**src/rtl/eth_pkg.sv**
```systemverilog
// Shared Ethernet TX/RX constants, FSM encoding and FCS byte helper.
package eth_pkg;

  localparam logic [7:0]  ETH_PREAMBLE   = 8'h55;
  localparam logic [7:0]  ETH_SFD        = 8'hD5;
  localparam logic [31:0] CRC_POLY       = 32'hEDB88320;
  localparam logic [31:0] CRC_INIT       = 32'hFFFFFFFF;

  localparam int unsigned ETH_MIN_LEN    = 60;
  localparam int unsigned ETH_MAX_LEN    = 1514;
  localparam int unsigned ETH_IFG_CYCLES = 12;
  localparam int unsigned PRE_CYCLES     = 7;
  localparam int unsigned FCS_BYTES      = 4;
  localparam int unsigned CNT_W          = 11;

  typedef enum logic [2:0] {
    ST_IDLE = 3'd0,
    ST_PRE  = 3'd1,
    ST_SFD  = 3'd2,
    ST_DATA = 3'd3,
    ST_PAD  = 3'd4,
    ST_FCS  = 3'd5,
    ST_IFG  = 3'd6,
    ST_DROP = 3'd7
  } tx_state_t;

  // Wire byte idx (0 = bits [7:0]) of the FCS; a bad FCS skips the final inversion.
  function automatic logic [7:0] fcs_byte(input logic [31:0] crc,
                                          input logic [1:0]  idx,
                                          input logic        bad);
    logic [31:0] v;
    v = bad ? crc : ~crc;
    return 8'(v >> {idx, 3'b000});
  endfunction

endpackage

```
**src/rtl/crc32_d8.sv**
```systemverilog
// Byte-wide next-state of the reflected IEEE 802.3 CRC-32; shared by TX and RX FCS logic.
module crc32_d8
  import eth_pkg::*;
(
  input  logic [31:0] crc_in,
  input  logic [7:0]  data,
  output logic [31:0] crc_next_c
);

  logic [31:0] c;

  // LSB-first bit-serial update unrolled over the byte.
  always_comb begin
    c = crc_in;
    for (int i = 0; i < 8; i++) begin
      c = {1'b0, c[31:1]} ^ (((c[0] ^ data[i]) != 1'b0) ? CRC_POLY : 32'h0);
    end
    crc_next_c = c;
  end

endmodule

```
**src/rtl/eth_mac_tx.sv**
```systemverilog
// GMII Ethernet transmitter: preamble/SFD framing, zero pad, CRC-32 FCS, IFG,
// with underrun/oversize reported by a deliberately corrupted FCS.
module eth_mac_tx
  import eth_pkg::*;
#(
  parameter int unsigned IFG_CYCLES = ETH_IFG_CYCLES,
  parameter int unsigned MAX_LEN    = ETH_MAX_LEN,
  parameter int unsigned MIN_LEN    = ETH_MIN_LEN
) (
  input  logic       gmii_tx_clk,
  input  logic       rst_n,
  input  logic       s_valid,
  input  logic [7:0] s_data,
  input  logic       s_last,
  output logic       s_ready,
  output logic       gmii_tx_en,
  output logic [7:0] gmii_txd,
  output logic       tx_busy,
  output logic       tx_done,
  output logic       tx_err
);

  tx_state_t         state;
  tx_state_t         state_nxt;

  logic [CNT_W-1:0]  cnt;
  logic [CNT_W-1:0]  cnt_nxt;
  logic [CNT_W-1:0]  cnt_inc;
  logic [31:0]       crc;
  logic [31:0]       crc_nxt;
  logic [31:0]       crc_upd_c;
  logic [7:0]        crc_data_c;
  logic              bad_fcs;
  logic              bad_fcs_nxt;
  logic              drop_after;
  logic              drop_after_nxt;

  logic              en_nxt;
  logic [7:0]        txd_nxt;
  logic              busy_nxt;
  logic              done_nxt;
  logic              err_nxt;

  assign cnt_inc    = cnt + CNT_W'(1);
  assign s_ready    = (state == ST_DATA) || (state == ST_DROP);
  assign crc_data_c = (state == ST_PAD) ? 8'h00 : s_data;

  crc32_d8 u_crc (
    .crc_in     (crc),
    .data       (crc_data_c),
    .crc_next_c (crc_upd_c)
  );

  // State register.
  always_ff @(posedge gmii_tx_clk or negedge rst_n) begin
    if (!rst_n) begin
      state <= ST_IDLE;
    end else begin
      state <= state_nxt;
    end
  end

  // Next-state logic.
  always_comb begin
    state_nxt = state;
    case (state)
      ST_IDLE: if (s_valid) state_nxt = ST_PRE;
      ST_PRE:  if (cnt == CNT_W'(PRE_CYCLES - 1)) state_nxt = ST_SFD;
      ST_SFD:  state_nxt = ST_DATA;
      ST_DATA: begin
        if (!s_valid) begin
          state_nxt = ST_FCS;
        end else if (s_last) begin
          state_nxt = (cnt_inc < CNT_W'(MIN_LEN)) ? ST_PAD : ST_FCS;
        end else if (cnt_inc == CNT_W'(MAX_LEN)) begin
          state_nxt = ST_FCS;
        end
      end
      ST_PAD:  if (cnt_inc == CNT_W'(MIN_LEN)) state_nxt = ST_FCS;
      ST_FCS:  if (cnt == CNT_W'(FCS_BYTES - 1)) state_nxt = drop_after ? ST_DROP : ST_IFG;
      ST_DROP: if (s_valid && s_last) state_nxt = ST_IFG;
      ST_IFG:  if (cnt == CNT_W'(IFG_CYCLES - 1)) state_nxt = ST_IDLE;
      default: state_nxt = ST_IDLE;
    endcase
  end

  // Output and datapath next values; everything below lands on the wire one cycle later.
  always_comb begin
    en_nxt         = 1'b0;
    txd_nxt        = 8'h00;
    busy_nxt       = tx_busy;
    done_nxt       = 1'b0;
    err_nxt        = 1'b0;
    cnt_nxt        = cnt;
    crc_nxt        = crc;
    bad_fcs_nxt    = bad_fcs;
    drop_after_nxt = drop_after;
    case (state)
      ST_IDLE: begin
        crc_nxt        = CRC_INIT;
        cnt_nxt        = '0;
        bad_fcs_nxt    = 1'b0;
        drop_after_nxt = 1'b0;
        busy_nxt       = s_valid;
      end
      ST_PRE: begin
        en_nxt  = 1'b1;
        txd_nxt = ETH_PREAMBLE;
        cnt_nxt = (cnt == CNT_W'(PRE_CYCLES - 1)) ? '0 : cnt_inc;
      end
      ST_SFD: begin
        en_nxt  = 1'b1;
        txd_nxt = ETH_SFD;
        cnt_nxt = '0;
      end
      ST_DATA: begin
        en_nxt = 1'b1;
        if (s_valid) begin
          txd_nxt = s_data;
          crc_nxt = crc_upd_c;
          cnt_nxt = cnt_inc;
          if (s_last) begin
            if (cnt_inc >= CNT_W'(MIN_LEN)) cnt_nxt = '0;
          end else if (cnt_inc == CNT_W'(MAX_LEN)) begin
            cnt_nxt        = '0;
            bad_fcs_nxt    = 1'b1;
            drop_after_nxt = 1'b1;
            err_nxt        = 1'b1;
          end
        end else begin
          // Underrun: first bad FCS byte goes out now so tx_en never gaps.
          txd_nxt        = fcs_byte(crc, 2'd0, 1'b1);
          cnt_nxt        = CNT_W'(1);
          bad_fcs_nxt    = 1'b1;
          drop_after_nxt = 1'b1;
          err_nxt        = 1'b1;
        end
      end
      ST_PAD: begin
        en_nxt  = 1'b1;
        txd_nxt = 8'h00;
        crc_nxt = crc_upd_c;
        cnt_nxt = (cnt_inc == CNT_W'(MIN_LEN)) ? '0 : cnt_inc;
      end
      ST_FCS: begin
        en_nxt  = 1'b1;
        txd_nxt = fcs_byte(crc, cnt[1:0], bad_fcs);
        cnt_nxt = cnt_inc;
        if (cnt == CNT_W'(FCS_BYTES - 1)) begin
          cnt_nxt  = '0;
          done_nxt = 1'b1;
        end
      end
      ST_IFG: begin
        cnt_nxt = cnt_inc;
        if (cnt == CNT_W'(IFG_CYCLES - 1)) begin
          cnt_nxt  = '0;
          busy_nxt = 1'b0;
        end
      end
      default: begin
      end
    endcase
  end

  // Registered outputs and datapath.
  always_ff @(posedge gmii_tx_clk or negedge rst_n) begin
    if (!rst_n) begin
      gmii_tx_en <= 1'b0;
      gmii_txd   <= 8'h00;
      tx_busy    <= 1'b0;
      tx_done    <= 1'b0;
      tx_err     <= 1'b0;
      cnt        <= '0;
      crc        <= CRC_INIT;
      bad_fcs    <= 1'b0;
      drop_after <= 1'b0;
    end else begin
      gmii_tx_en <= en_nxt;
      gmii_txd   <= txd_nxt;
      tx_busy    <= busy_nxt;
      tx_done    <= done_nxt;
      tx_err     <= err_nxt;
      cnt        <= cnt_nxt;
      crc        <= crc_nxt;
      bad_fcs    <= bad_fcs_nxt;
      drop_after <= drop_after_nxt;
    end
  end

endmodule

```
**config.mk**
```make
export PLATFORM = sky130hd
export DESIGN_NAME = eth_mac_tx
export DESIGN_NICKNAME = d
export VERILOG_FILES = /design/src/rtl/eth_pkg.sv /design/src/rtl/crc32_d8.sv /design/src/rtl/eth_mac_tx.sv
export SDC_FILE = /design/constraint.sdc
export NUM_CORES = 1
export LEC_CHECK = 0
export CAP_MARGIN = 5
export CORE_UTILIZATION = 61
export CTS_CLUSTER_DIAMETER = 100
export CTS_CLUSTER_SIZE = 25
export DETAILED_ROUTE_END_ITERATION = 10
export PLACE_DENSITY = 0.81
export SLEW_MARGIN = 20
export SYNTH_ARGS = -nofsm -noshare
export SYNTH_HDL_FRONTEND = slang
export SYNTH_SLANG_ARGS = --single-unit
export TNS_END_PERCENT = 50
```
**constraint.sdc**
```tcl
create_clock -name gmii_tx_clk -period 4.1 [get_ports gmii_tx_clk]
set_input_delay 1.23 -clock gmii_tx_clk [delete_from_list [all_inputs] [get_ports gmii_tx_clk]]
set_output_delay 1.23 -clock gmii_tx_clk [all_outputs]
set_load 0.1 [all_outputs]
```
# Yosys cells after proc, flatten, opt, wreduce, memory -nomap -nowiden
# Cells that the tools add are included.
# W data, S select, Z words.
[op_classes] magnitude_cmp=2 mux=48 n_reduce_logical=13 n_eq_ne=22 n_addsub=1 bitwise_logic=17 shift=1
[op_table] op="$mux W32" n=10
[op_table] op="$xor A31 B32 Y32" n=8
[op_table] op="$pmux W32 S3" n=1
[op_table] op="$mux W11" n=8
[op_table] op="$pmux W11 S6" n=1
[op_table] op="$not A32 Y32" n=1
[op_table] op="$pmux W8 S4" n=1
[op_table] op="$shr A32 B5 Y8" n=1
[op_table] op="$mux W3" n=9
[op_table] op="$pmux W3 S8" n=1
[op_table] op="$mux W8" n=2
[op_table] op="$mux W1" n=13
[op_table] op="$eq A3 B3 Y1 const B" n=4
[op_table] op="$add A11 B1 Y11 const B" n=1
[op_table] op="$eq A11 B11 Y1 const B" n=1
[op_table] op="$eq A11 B2 Y1 const B" n=1
[op_table] op="$eq A11 B3 Y1 const B" n=1
[op_table] op="$eq A11 B4 Y1 const B" n=1
[op_table] op="$eq A11 B6 Y1 const B" n=1
[op_table] op="$ge A11 B6 Y1 const B" n=1
[op_table] op="$lt A11 B6 Y1 const B" n=1
[op_table] op="$ne A2 B2 Y1 const B" n=5
[op_table] op="$xor A1 B1 Y1" n=8
[op_table] op="$reduce_and A7 Y1" n=1
[op_table] op="other kinds (17)" n=22
[totals] regBits=59

# Logic depth before layout (Yosys ltp)
[depth] ltp_word=28 mapped_depth=10 ltp_nobuf=9

# Hierarchy
# A second synthesis with hierarchy kept.
[unflattened] hier_cells=395 area_unflattened_um2=4471.8
[by_module_without_submodules] mod="eth_mac_tx" instances=1 area_per_inst_um2=3480.8 cells_per_inst=327
[by_module_without_submodules] mod="crc32_d8" instances=1 area_per_inst_um2=991.0 cells_per_inst=68

# Least setup slack after synthesis
# Ideal clock, no wire load.
[synth_path] kind="in2reg" from="input s_data[7]" to="register crc[20]" slack_ns=0.936 required_ns=4.007 n_path_buf=0 arrival_ns=3.071 setup_ns=0.093 stages=7 path_cell_list="nor2b_1 a221oi_2 xnor2_2 xnor3_1 xnor2_1 xnor2_1 a21oi_1"
[synth_via] elab_chain_len=6
[synth_lines] item="start: declaration" line_no="eth_mac_tx.sv:13" source="input logic [7:0] s_data,"
[synth_lines] item="$mux W8 (*)" line_no="eth_mac_tx.sv:46" source="assign crc_data_c = (state == ST_PAD) ? 8'h00 : s_data;"
[synth_lines] item="$xor A1 B1 Y1 (*)" line_no="crc32_d8.sv:16" source="c = {1'b0, c[31:1]} ^ (((c[0] ^ data[i]) != 1'b0) ? CRC_POLY : 32'h0);"
[synth_lines] item="$mux W32 (*)" line_no="crc32_d8.sv:16"
[synth_lines] item="$xor A31 B32 Y32 (*)" line_no="crc32_d8.sv:16"
[synth_lines] item="$mux W32" line_no="eth_mac_tx.sv:118" source="if (s_valid) begin"
[synth_lines] item="$pmux W32 S3 (*)" line_no="eth_mac_tx.sv:98" source="case (state)"
[synth_lines] item="end signal: assignment" line_no="eth_mac_tx.sv:185" source="crc <= crc_nxt;"
[synth_lines] item="end: declaration" line_no="eth_mac_tx.sv:29" source="logic [31:0] crc;"
# Every way passes the cells marked *; elsewhere a longest branch is shown, timed or not. The select of a mux whose other input is x is not followed.
# A chain may end at the register's enable or synchronous reset.

# Worst setup path after layout
[layout_path] from="input s_data[7]" to="register crc[23]"
# The elaborated chain is that of the path after synthesis.

==> results_dict.tcl <==
set metrics [dict create \
    critPathMaxStageDelay_ns 0.56 \
    grt_max_degree 48 \
    worstSetupEndpointType "flop" \
    slowest_stage "xnor3_1" \
    rsz0062_at_grt "false" \
    cts.sink_count 59 \
    clock_latency_ns 0.34 \
    setup_violations 0 \
    synth_cell_type_count 67 \
    fmax_ghz 0.283 \
    fin_crit_sh_pct 86.2 \
    drc_errors 0 \
    clkTransAtPathRegs_ns 0.07 \
    cts_setup_buffers 0 \
    finalInstanceArea_um2 4790 \
    vias 3538 \
    numCtsBuffers 9 \
    maxSlewViolCount 0 \
    routabilityCongestion 0.904 \
    grt_pass1_wl_um 16500 \
    crit_arrival_ns 3.80 \
    wirelength_um 10300 \
    relSlewSlack_pct 33.5 \
    path_common_cell "xnor2_1" \
    period_needed_ns 3.53 \
    final_common_cell "nor2_1" \
    synth_cells 448 \
    die_w_um 85.6 \
    syn_area_um2 4260 \
    synth_seq_area_share_pct 35.6 \
    dpl_cell_area_um2 4610 \
    grt_pass1_vias 3205 \
    fin_tns_setup_ns 0 \
    avgSynthCellArea_um2 9.52 \
    path_class "input port to flop" \
    areaGrowthSynthToFinish_pct 12.3 \
    std_cell_rows 30 \
    ys_warn_count 0 \
    ant_nets 0 \
    fin_cells 556 \
    path_max_fanout 7 \
    timing.final.hold_violations 0 \
    synthArstFlopShare_pct 100 \
    drive_above_1_share_pct 19.7 \
    io_buffers 24 \
    wire_per_inst_um 18.5 \
    ys.flop_type "dfstp_2" \
    grt_overflow 0 \
    dieArea_um2 7330 \
    cts_resized 0 \
    antenna_cells 0 \
    antenna_found_initial 0 \
    io_pins 25 \
    hpwl_um 7180 \
    tritoncts "yes" \
    synth.ff_latch_count 59 \
    initial_core_util_pct 63.1 \
    htreeDepth 3 \
    final_nets 486 \
    root_buffer "clkbuf_8" \
    fill_cells 488 \
    max-cap-violations 0 \
    syn_nets 463 \
    tightest_slew_ns 0.997 \
    crit_required_ns 4.36 \
    first_pass_iters 5 \
    vias_per_cell 6.36 \
    fp.dieH_um 85.6 \
    path_cells "clkdlybuf4s50_1, nor2b_1, a221oi_2, buf_4, xnor2_2, xnor3_1, xnor2_1, xnor2_1, a21oi_1" \
    dp_cells 540 \
    core_um2 6760 \
    hold_buffers 0 \
    drt-initial-drc-count 308 \
    clockBufferDepth 2 \
    hp-class "flop to flop" \
    grt_util_all_layers_pct 29.5 \
    status "completed" \
    mostFrequentLayoutCells "46 x nor2_1, 40 x a21oi_1, 39 x xnor2_1" \
    fin_skew_ns 0.00797 \
    timing.hold.ws_ns 0.516 \
    crit_path_start_kind "input port" \
    synth_edf_count 0 \
]
## metrics by stage
stage / worst slack (ns) / util (%)
global placement: 0.350 / 68.2
detailed placement: 0.282 / 68.3
CTS: 0.606 / 70.8
global route: 0.455 / 70.9
finish: 0.566 / 70.9
floorplan: 0.936 / -
## synth_stat cells, drive strengths merged (3+ instances only)
library cell	instances	area share [%]
mux4	8	4.2
dfstp	32	20
o31ai	3	0.65
ha	3	0.88
xnor2	41	9.0
o21ai	16	1.9
nor3	9	1.1
nand2	29	2.6
a31oi	5	0.73
nor2	47	4.1
a211oi	3	0.53
and2	8	1.2
nand3	8	0.94
mux2i	10	2.3
xor2	33	7.6
clkbuf	23	2.0
inv	9	0.79
a21oi	40	4.7
or3	5	0.73
a221oi	10	3.7
a211o	5	1.0
nor4	5	0.73
buf	6	0.73
o41ai	3	0.62
nand4	3	0.44
a21o	6	1.1
dfrtp	27	16
o22ai	3	0.44
nor2b	13	1.9
o22a	3	0.62
## area by class of cell
cell class | count | area, um^2 | area share (%)
Timing Repair Buffer | 41 | 363 | 7.58
Clock buffer | 14 | 163 | 3.40
Sequential cell | 59 | 1520 | 31.7
Multi-Input combinational cell | 351 | 2600 | 54.3
Inverter | 9 | 33.8 | 0.706
Clock inverter | 2 | 10.0 | 0.209
Tap cell | 80 | 100 | 2.09
## metal layers
metal  part of all wire (%)  track usage (%)  vias up
met4                    2.2             11.4        0
met5                      0                0        -
met1                     45             42.8     1716
met2                     46             44.5      151
li1                       -                -     1647
met3                    6.6             4.72       24
## sequential cells by signal, summed over array words and instances, names as in the netlist, named ones only
name        flops
drop_after      1
gmii_txd        8
crc            32
tx_err          1
tx_done         1
gmii_tx_en      1
state           2
cnt            11
tx_busy         1
## cells by family after synthesis
group / after synthesis / synth area share [%]
and+or+nand+nor: 140 / 16.2
AOI/OAI and AO/OA: 113 / 19.3
xor gates and xnor gates: 76 / 17.7
DFF: 59 / 35.6
buffers and inverters: 38 / 3.55
muxes: 19 / 6.84
adders and majority gates: 3 / 0.881
## path summary, 6_finish.rpt
| check | slack (ns) | cells after the start | end | startpoint |
|---|---|---|---|---|
| min reg2reg | 0.52 | 1 | tx_busy | tx_busy |
| max in group asynchronous | 2.50 | 2 | crc[26] | rst_n |
| min in group asynchronous | 0.89 | 1 | async pin | rst_n |
| max reg2reg | 0.80 | 9 | state[1] | cnt[1] |
| min | 0.52 | 1 | tx_busy | tx_busy |
| max | 0.57 | 9 | crc[23] | s_data[7] |
## worst max-delay path: cells and delay by family
family          cells  cell delay, ns
compound gates      2            0.24
xor+xnor            4            1.44
buf+inv             2            0.71
simple gates        1            0.17
Power is not shown: default switching activity piles up to over one toggle a cycle in this logic, so the estimate is an artifact.
